## src/rtl/fwd_hazard_unit.sv

```systemverilog
// Forwarding and load-use hazard unit.
//
// Keeps a shift register of the register writers that have already left EX.
// Slot 1 is EX/MEM, slot 2 is MEM/WB, and so on up to DEPTH. From that state
// it derives:
//   - a bypass select for each EX source operand,
//   - a bypass select for a fixed register (read early by ecall in ID),
//   - the load-use stall request for ID, plus a saturating count of stall cycles.
//
// Ports:
//   clk, reset        clock and synchronous active-low reset
//   advance           pipeline moves past EX this cycle; slots shift
//   ex_*              instruction currently in EX (it enters slot 1 on advance)
//   id_valid, id_rs,  sources read by the instruction in ID
//   id_rs_used
//   fwd_sel           per EX source: 0 = register file, k = bypass from slot k
//   fwd_fixed_sel     youngest slot writing FIXED_REG, 0 = none
//   stall_req         hold IF/ID and inject a bubble into EX
//   stall_count       saturating number of cycles with stall_req set
module fwd_hazard_unit #(
  parameter int unsigned REG_W      = 5,
  parameter int unsigned NUM_SRC    = 2,
  parameter int unsigned DEPTH      = 2,
  parameter int unsigned LOAD_READY = 2,
  parameter int unsigned FIXED_REG  = 17,
  parameter int unsigned CNT_W      = 32,
  parameter int unsigned SEL_W      = 3
) (
  input  logic                       clk,
  input  logic                       reset,
  input  logic                       advance,
  input  logic                       ex_valid,
  input  logic [REG_W-1:0]           ex_rd,
  input  logic                       ex_reg_write,
  input  logic                       ex_mem_read,
  input  logic [NUM_SRC*REG_W-1:0]   ex_rs,
  input  logic                       id_valid,
  input  logic [NUM_SRC*REG_W-1:0]   id_rs,
  input  logic [NUM_SRC-1:0]         id_rs_used,
  output logic [NUM_SRC*SEL_W-1:0]   fwd_sel,
  output logic [SEL_W-1:0]           fwd_fixed_sel,
  output logic                       stall_req,
  output logic [CNT_W-1:0]           stall_count
);

  localparam logic [REG_W-1:0] FixedReg = REG_W'(FIXED_REG);

  // Producer slots, index k = distance past EX.
  logic [DEPTH:1]   valid_q;
  logic [DEPTH:1]   wr_q;
  logic [DEPTH:1]   mr_q;
  logic [REG_W-1:0] rd_q [DEPTH:1];
  logic [CNT_W-1:0] count_q;

  // Only the valid bits need reset; payload is ignored while a slot is invalid.
  always_ff @(posedge clk) begin
    if (!reset) begin
      valid_q <= '0;
    end else if (advance) begin
      for (int k = int'(DEPTH); k >= 2; k--) begin
        valid_q[k] <= valid_q[k-1];
      end
      valid_q[1] <= ex_valid;
    end
  end

  always_ff @(posedge clk) begin
    if (advance) begin
      for (int k = int'(DEPTH); k >= 2; k--) begin
        wr_q[k] <= wr_q[k-1];
        mr_q[k] <= mr_q[k-1];
        rd_q[k] <= rd_q[k-1];
      end
      wr_q[1] <= ex_reg_write;
      mr_q[1] <= ex_mem_read;
      rd_q[1] <= ex_rd;
    end
  end

  // Bypass selects: scan oldest to youngest so the youngest match is written last.
  always_comb begin
    logic [REG_W-1:0] src;
    src           = '0;
    fwd_sel       = '0;
    fwd_fixed_sel = '0;
    for (int i = 0; i < int'(NUM_SRC); i++) begin
      src = ex_rs[i*REG_W +: REG_W];
      for (int k = int'(DEPTH); k >= 1; k--) begin
        if (valid_q[k] && wr_q[k] && (rd_q[k] == src) && (src != '0)) begin
          fwd_sel[i*SEL_W +: SEL_W] = SEL_W'(k);
        end
      end
    end
    for (int k = int'(DEPTH); k >= 1; k--) begin
      if (valid_q[k] && wr_q[k] && (rd_q[k] == FixedReg) && (FixedReg != '0)) begin
        fwd_fixed_sel = SEL_W'(k);
      end
    end
  end

  // Load-use: the producer at stage j (0 = EX) can only be bypassed once its
  // consumer reaches EX at stage j+1 >= LOAD_READY. Only the youngest producer
  // of a register matters, so an older load behind a younger ALU write is fine.
  always_comb begin
    logic [REG_W-1:0] src;
    logic             hit;
    logic             is_load;
    int               stage;
    src       = '0;
    hit       = 1'b0;
    is_load   = 1'b0;
    stage     = 0;
    stall_req = 1'b0;
    for (int i = 0; i < int'(NUM_SRC); i++) begin
      src     = id_rs[i*REG_W +: REG_W];
      hit     = 1'b0;
      is_load = 1'b0;
      stage   = 0;
      for (int j = int'(DEPTH) - 1; j >= 1; j--) begin
        if (valid_q[j] && wr_q[j] && (rd_q[j] == src) && (src != '0)) begin
          hit     = 1'b1;
          is_load = mr_q[j];
          stage   = j;
        end
      end
      if (ex_valid && ex_reg_write && (ex_rd == src) && (src != '0)) begin
        hit     = 1'b1;
        is_load = ex_mem_read;
        stage   = 0;
      end
      if (id_valid && id_rs_used[i] && hit && is_load && (stage + 1 < int'(LOAD_READY))) begin
        stall_req = 1'b1;
      end
    end
  end

  always_ff @(posedge clk) begin
    if (!reset) begin
      count_q <= '0;
    end else if (stall_req && (count_q != '1)) begin
      count_q <= count_q + CNT_W'(1);
    end
  end

  assign stall_count = count_q;

endmodule

```

## config.mk

```make
export PLATFORM = sky130hd
export DESIGN_NAME = fwd_hazard_unit
export DESIGN_NICKNAME = d
export VERILOG_FILES = /design/src/rtl/fwd_hazard_unit.sv
export SDC_FILE = /design/constraint.sdc
export NUM_CORES = 1
export LEC_CHECK = 0
export ABC_AREA = 1
export ABC_CLOCK_PERIOD_IN_PS = 2300
export CELL_PAD_IN_SITES_DETAIL_PLACEMENT = 1
export CELL_PAD_IN_SITES_GLOBAL_PLACEMENT = 2
export CORE_MARGIN = 10
export CORE_UTILIZATION = 27
export DETAILED_ROUTE_END_ITERATION = 10
export HOLD_SLACK_MARGIN = 0.03
export PLACE_DENSITY_LB_ADDON = 0.1
export SLEW_MARGIN = 20
export SYNTH_ARGS = -nofsm -noshare
export SYNTH_HDL_FRONTEND = slang
export SYNTH_SLANG_ARGS = --single-unit
```

## constraint.sdc

```tcl
create_clock -name clk -period 2.3 [get_ports clk]
set_input_delay 0.46 -clock clk [delete_from_list [all_inputs] [get_ports clk]]
set_output_delay 0.46 -clock clk [all_outputs]
set_load 0.005 [all_outputs]
```

Word-level counts from Yosys, hierarchy flattened

Memory sizes are Yosys's and may differ from the RTL's.
Cells that the tools add are included.

Bits in latches: 0
Logic and storage cells: 77
Bits in registers: 37
Memories kept: 1
Bits in read-only memories: 0
Bits in writable memories: 10
Input port bits: 34

Div/mod/pow operators: 0
Multiplexer cells: 22
Shifts and indexed selects: 0
Equality and inequality tests: 11
Reductions and logical operators: 34
Bitwise operators: 0
Multiply operators: 0
$lt $le $gt $ge: 2
Add/sub/neg operators: 3

Memories:

| name | depth | bits a word | read ports | clocked after Yosys merged registers in | wr ports | line | RTL |
|---|---|---|---|---|---|---|---|
| rd_q | 2     | 5           | 2          | 0                                       | 2        | 52   | `logic [REG_W-1:0] rd_q [DEPTH:1];` |

Operator list:

| kind                    | count |
|---|---|
| $add A32 B2 Y32 const B | 2 |
| $lt A32 B3 Y1 const B   | 2 |
| $mux W32                | 2 |
| $eq A5 B5 Y1            | 8 |
| $add A32 B1 Y32 const B | 1 |
| $ne A32 B32 Y1 const B  | 1 |
| $logic_and A1 B1 Y1     | 30 |
| $reduce_bool A5 Y1      | 4 |
| $mux W1                 | 14 |
| $eq A5 B5 Y1 const B    | 2 |
| $mux W3                 | 3 |
| $mux W2                 | 3 |

Longest topological paths before layout

An unclocked memory read counts as a cell.

Depth after elaboration: 12
Gate-level depth with buffers: 13
Mapped depth without buffers: 12

Worst setup path before layout

No wires, ideal clock.

Path kind: register to register
From: register count_q[0], in the netlist stall_count[0]
To: register count_q[21], in the netlist stall_count[21]
Arrival: 1683 ps
Stages on the path, launching flop included: 11
Setup time: 143 ps
Slack: 474 ps
Path buffers: 2
Clock period less this slack: 1826 ps
Path through: dfxtp_1 > ha_1 > nand2_2 > nor2_4 > nand2_4 > nor2_8 > nand4_4 > buf_2 > buf_6 > nand4_1 > a21oi_2

Longest elaborated chain between the ends: 2
Elaborated cells on any way between the ends: 3
Classes of those cells: add/sub (1); eq/ne (1); reduce/logical (1)

RTL lines:

| what                                                                    | line | RTL |
|---|---|---|
| start: declaration                                                      | 53   | `logic [CNT_W-1:0] count_q;` |
| start signal: assignment                                                | 141  | `count_q <= count_q + CNT_W'(1);` |
| parallel branches: the longest is 2 deep, another holds $add A32 B1 Y32 | n/a  |  |

Parallel ways; which one is timed is not known.
A chain may end at the register's enable or synchronous reset.

Final worst setup path

From: input id_rs[3]
To: output stall_req

Longest elaborated chain between the ends: 10
Elaborated cells on any way between the ends: 20
Classes of those cells: add/sub (1); order compare (1); eq/ne (2); mux (8); reduce/logical (8)

RTL lines:

| what                                                   | line | RTL |
|---|---|---|
| start: declaration                                     | 38   | `input logic [NUM_SRC*REG_W-1:0] id_rs,` |
| $eq A5 B5 Y1                                           | 120  | `if (valid_q[j] && wr_q[j] && (rd_q[j] == src) && (src != '0)) begin` |
| $logic_and A1 B1 Y1 (2 in a row)                       | 120  |  |
| $mux W1                                                | 120  |  |
| $mux W32 or $mux W1 (tied branches)                    | 126  | `if (ex_valid && ex_reg_write && (ex_rd == src) && (src != '0)) begin` |
| $add A32 B2 Y32 or $logic_and A1 B1 Y1 (tied branches) | 131  | `if (id_valid && id_rs_used[i] && hit && is_load && (stage + 1 < int'(LOAD_READY))) begin` |
| $lt A32 B3 Y1 or $logic_and A1 B1 Y1 (tied branches)   | 131  |  |
| $logic_and A1 B1 Y1 (*)                                | 131  |  |
| $mux W1 (*) (2 in a row)                               | 131  |  |
| end: declaration                                       | 42   | `output logic stall_req,` |

Mark *: on every way between the ends. The rest lies on a longest branch, timed or not.

==> impl_summary.log <==
[metrics] total number of yosys warnings: 0
[metrics] io pins: 76
[metrics] filler cell count: about 1500
[metrics] share of flip-flops with an asynchronous set or reset: 0%
[metrics] cells along the critical path: clkdlybuf4s50_1 -> inv_1 -> nand2_1 -> nand3_1 -> nor2_1 -> nand4_1 -> a21boi_2 -> clkdlybuf4s15_2
[metrics] antenna-violating nets left: 0
[metrics] worst clock skew: a little under 10 ps
[metrics] relative contribution of combinational cells to total power: 12.1%
[metrics] top cell family by delay on the critical path: buffers and inverters
[metrics] total half-perimeter wirelength after legalization and detailed placement: about 9.8 mm
[metrics] number of unique standard cell types used by synthesis: 37
[metrics] gate count of the mapped netlist: approximately 500
[metrics] worst-skew pair later-pin latency: 310 ps
[metrics] die boundary height: roughly 130 microns
[metrics] Clk pin slew, worst setup/hold paths: about 70 ps
[metrics] # H-tree levels: 2
[metrics] setup repair after global routing missed its margin: true
[metrics] maximum VDD drop: 0.253 mV
[metrics] cell type contributing the most total cell area after synthesis: sky130_fd_sc_hd__dfxtp_1
[metrics] Pre-Repair DR Iteration Count: 4
[metrics] critical path capture point type: primary output
[metrics] CTS sink cnt: between 40 and 50
[metrics] initial core utilization: roughly 27%
[metrics] cell type of the slowest stage on the worst timing path: sky130_fd_sc_hd__clkdlybuf4s50_1
[metrics] headroom to the max-slew limit: between 50 and 60%
[metrics] number of buffers on the longest clock path: 2
[metrics] count of final hold-check violations: 0
[metrics] ranking of synthesized cells by area: sky130_fd_sc_hd__dfxtp_1 21%, sky130_fd_sc_hd__nand2_1 19%, sky130_fd_sc_hd__edfxtp_1 11%, sky130_fd_sc_hd__nor2_1 8.4%, sky130_fd_sc_hd__nand4_1 6.3%
[metrics] worst endpoint required time: 1840 ps
[metrics] number of max-slew violations in the final report: 0
[metrics] TritonCTS Buffers: 5
[metrics] Post-Place Cell Area: about 4300 sq um
[metrics] proportion of power drawn by flip-flops and latches: between 40% and 50%
[metrics] post-route standard cell area excluding fillers: about 4600 sq um
[metrics] leading register cell type out of synthesis: sky130_fd_sc_hd__dfxtp_1
[metrics] sequential-to-total area share from yosys stat: between 30% and 40%
[metrics] via count of the first global-routing pass: 3809
[metrics] fraction of layout instances using a drive strength above 1: a little over an eighth
[metrics] Sw Ratio: a little over a quarter
[metrics] category of the critical setup timing path: in -> out
[metrics] worst-path fanout max: 2
[metrics] layout-stage area growth over the synthesis result: 39.3%
[metrics] average instance area after synthesis: ~6.6 sq um
[metrics] highest attainable clock frequency: 0.449 GHz
[metrics] path class of the lowest-slack min-delay path: reg -> reg
[metrics] setup tns final: 0 ps
[metrics] Final setup violation count: 0
[metrics] most common cell after layout, fill and taps aside: sky130_fd_sc_hd__nand2_1
[metrics] Period minus WS final: between 2000 and 2500 ps
[metrics] Post-synth EDFFs: 12
[metrics] net switching power of the design: approximately 480 uW
[metrics] final antenna diode count: 0
[metrics] number of nets at the end of the flow: 631
[metrics] Buf+Inv Stages, Crit Path: 3
[metrics] Crit path arrival time: approximately 1800 ps
[metrics] number of antenna violations at the first check in global routing: 0
[metrics] grt ovf: 0
[metrics] CTS tree: built
[metrics] number of design rule violations left after detail routing: 0
[metrics] number of maximum-capacitance violations: 0
[metrics] power density relative to cell area: 401 nW/um^2
[metrics] transition time at the pin with the least slew margin: roughly 610 ps
[metrics] Horiz. Die Dim: 130 microns
[metrics] top library cells by usage in the layout, fill and taps aside: 168 x sky130_fd_sc_hd__nand2_1, 72 x sky130_fd_sc_hd__nor2_1, 50 x sky130_fd_sc_hd__clkdlybuf4s50_1, 36 x sky130_fd_sc_hd__inv_1, 34 x sky130_fd_sc_hd__dfxtp_1
[metrics] flop and latch count out of synthesis: 46
[metrics] root buf cell: sky130_fd_sc_hd__clkbuf_16
[metrics] area share of the largest cell type after synthesis: 20.8%
[metrics] Die Area: approximately 17000 sq um
[metrics] standard-cell row count: 40
[metrics] internal power contribution: approximately 1400 uW
[metrics] largest net degree at the start of global routing: 32
[metrics] final wirelength: between 10 and 15 mm
[metrics] overall track demand over capacity in global routing: ~15%
[metrics] routability congestion estimate: roughly 0.85
[metrics] CP Launch Type: input port
[metrics] IO Port Bufs: 72
[metrics] total power: between 1500 and 2000 uW
[metrics] number of DRC markers after the initial detailed-route iteration: 158
[metrics] routed vias: ~3600
[metrics] outcome: finished, final reports clean
[metrics] Core ar.: about 12000 sq um
[metrics] synthesized cell area: roughly 3300 sq um
[metrics] DR WL/cell: between 15 and 20 microns
[metrics] static leakage: roughly 0.0018 uW
[metrics] post-DR vias/cell: about 4.9
[metrics] Slowest Stage Delay on Critical Path: 490 ps
[metrics] wire length of the first global-routing pass: 20.1 mm
[metrics] final critical-path share of the clock period: around 97%
[metrics] Clk network pwr share: between 40% and 50%
## synthesized netlist by cell type (2+ instances only)
master                      count
sky130_fd_sc_hd__buf_6          4
sky130_fd_sc_hd__xor2_1        12
sky130_fd_sc_hd__buf_4          3
sky130_fd_sc_hd__nand3_1       14
sky130_fd_sc_hd__o2111ai_1      3
sky130_fd_sc_hd__nand4_1       33
sky130_fd_sc_hd__a21oi_2       14
sky130_fd_sc_hd__o21ai_0        6
sky130_fd_sc_hd__a21oi_1       17
sky130_fd_sc_hd__nand2_2        4
sky130_fd_sc_hd__o22ai_1        3
sky130_fd_sc_hd__edfxtp_1      12
sky130_fd_sc_hd__nor2_1        73
sky130_fd_sc_hd__nor3_1         3
sky130_fd_sc_hd__xnor2_1        8
sky130_fd_sc_hd__nor4_1         5
sky130_fd_sc_hd__clkbuf_1       9
sky130_fd_sc_hd__buf_2          2
sky130_fd_sc_hd__nand3b_1      15
sky130_fd_sc_hd__inv_1         41
sky130_fd_sc_hd__dfxtp_1       34
sky130_fd_sc_hd__nand2_1      168
## what timing repair did
item | 4_1_cts | 5_1_grt
gates cloned | 0 | 0
endpoints found under the setup margin | 7 | 11
hold buffers | 0 | 0
pin swaps | 2 | 7
buffers inserted | 2 | 6
gates resized for setup | 30 | 15
## logic make-up (layout without fill, tap and decap cells)
logic type	count (synthesis)	count (layout)	synth area share, %
AOI/OAI and AO/OA	47	47	9.60
xor gates and xnor gates	20	20	5.35
adders and majority gates	1	1	0.382
buffers and inverters	60	157	8.22
DFF	46	46	31.8
other	1	3	0.115
and+or+nand+nor	323	323	44.5
## power by group through the flow
stage	Sequential, uW	Combinational [uW]	Clock, uW
3_5_place_dp	887	211	0
6_report	870	221	738
3_3_place_gp	886	208	0
2_1_floorplan	880	91.0	0
5_1_grt	873	245	785
4_1_cts	869	213	764
## layout make-up
class	instances	area [sq um]	area share [%]
Clock inverter	2	8.76	0.192
Sequential cell	46	1040	22.8
Multi-Input combinational cell	394	2020	44.4
Inverter	42	158	3.46
Timing Repair Buffer	107	1020	22.3
Tap cell	147	184	4.03
Clock buffer	6	129	2.83
## worst paths after layout
kind                                startpoint  cells past startpoint  slack, ps         endpoint
worst max-delay path                  id_rs[3]                      8         80        stall_req
worst min-delay path                   wr_q[1]                      0        490          wr_q[2]
worst max register to register  stall_count[1]                     10        330  stall_count[22]
worst min register to register         wr_q[1]                      0        490          wr_q[2]
## sequential cells by signal (all words and copies together), names as in the netlist
signal and count:
rd_q 10, stall_count 32, valid_q 2, wr_q 2
## layer usage
layer	vias to the layer above	track usage [%]	wire, microns
li1	1829	-	-
met1	1746	19.0	5840
met2	56	24.5	5790
met3	8	4.06	656
met4	0	4.17	148
met5	-	0	0
## through the flow
stage	cells	setup WS, ps	hold WS, ps	util, %
detailed placement	728	-363	469	36.0
global placement	728	-313	465	36.0
floorplan	500	474	444	-
CTS	738	9.39	485	37.3
global route	744	-40.8	495	38.1
finish	744	75.2	487	38.1
(Power assumes the default switching activity.)
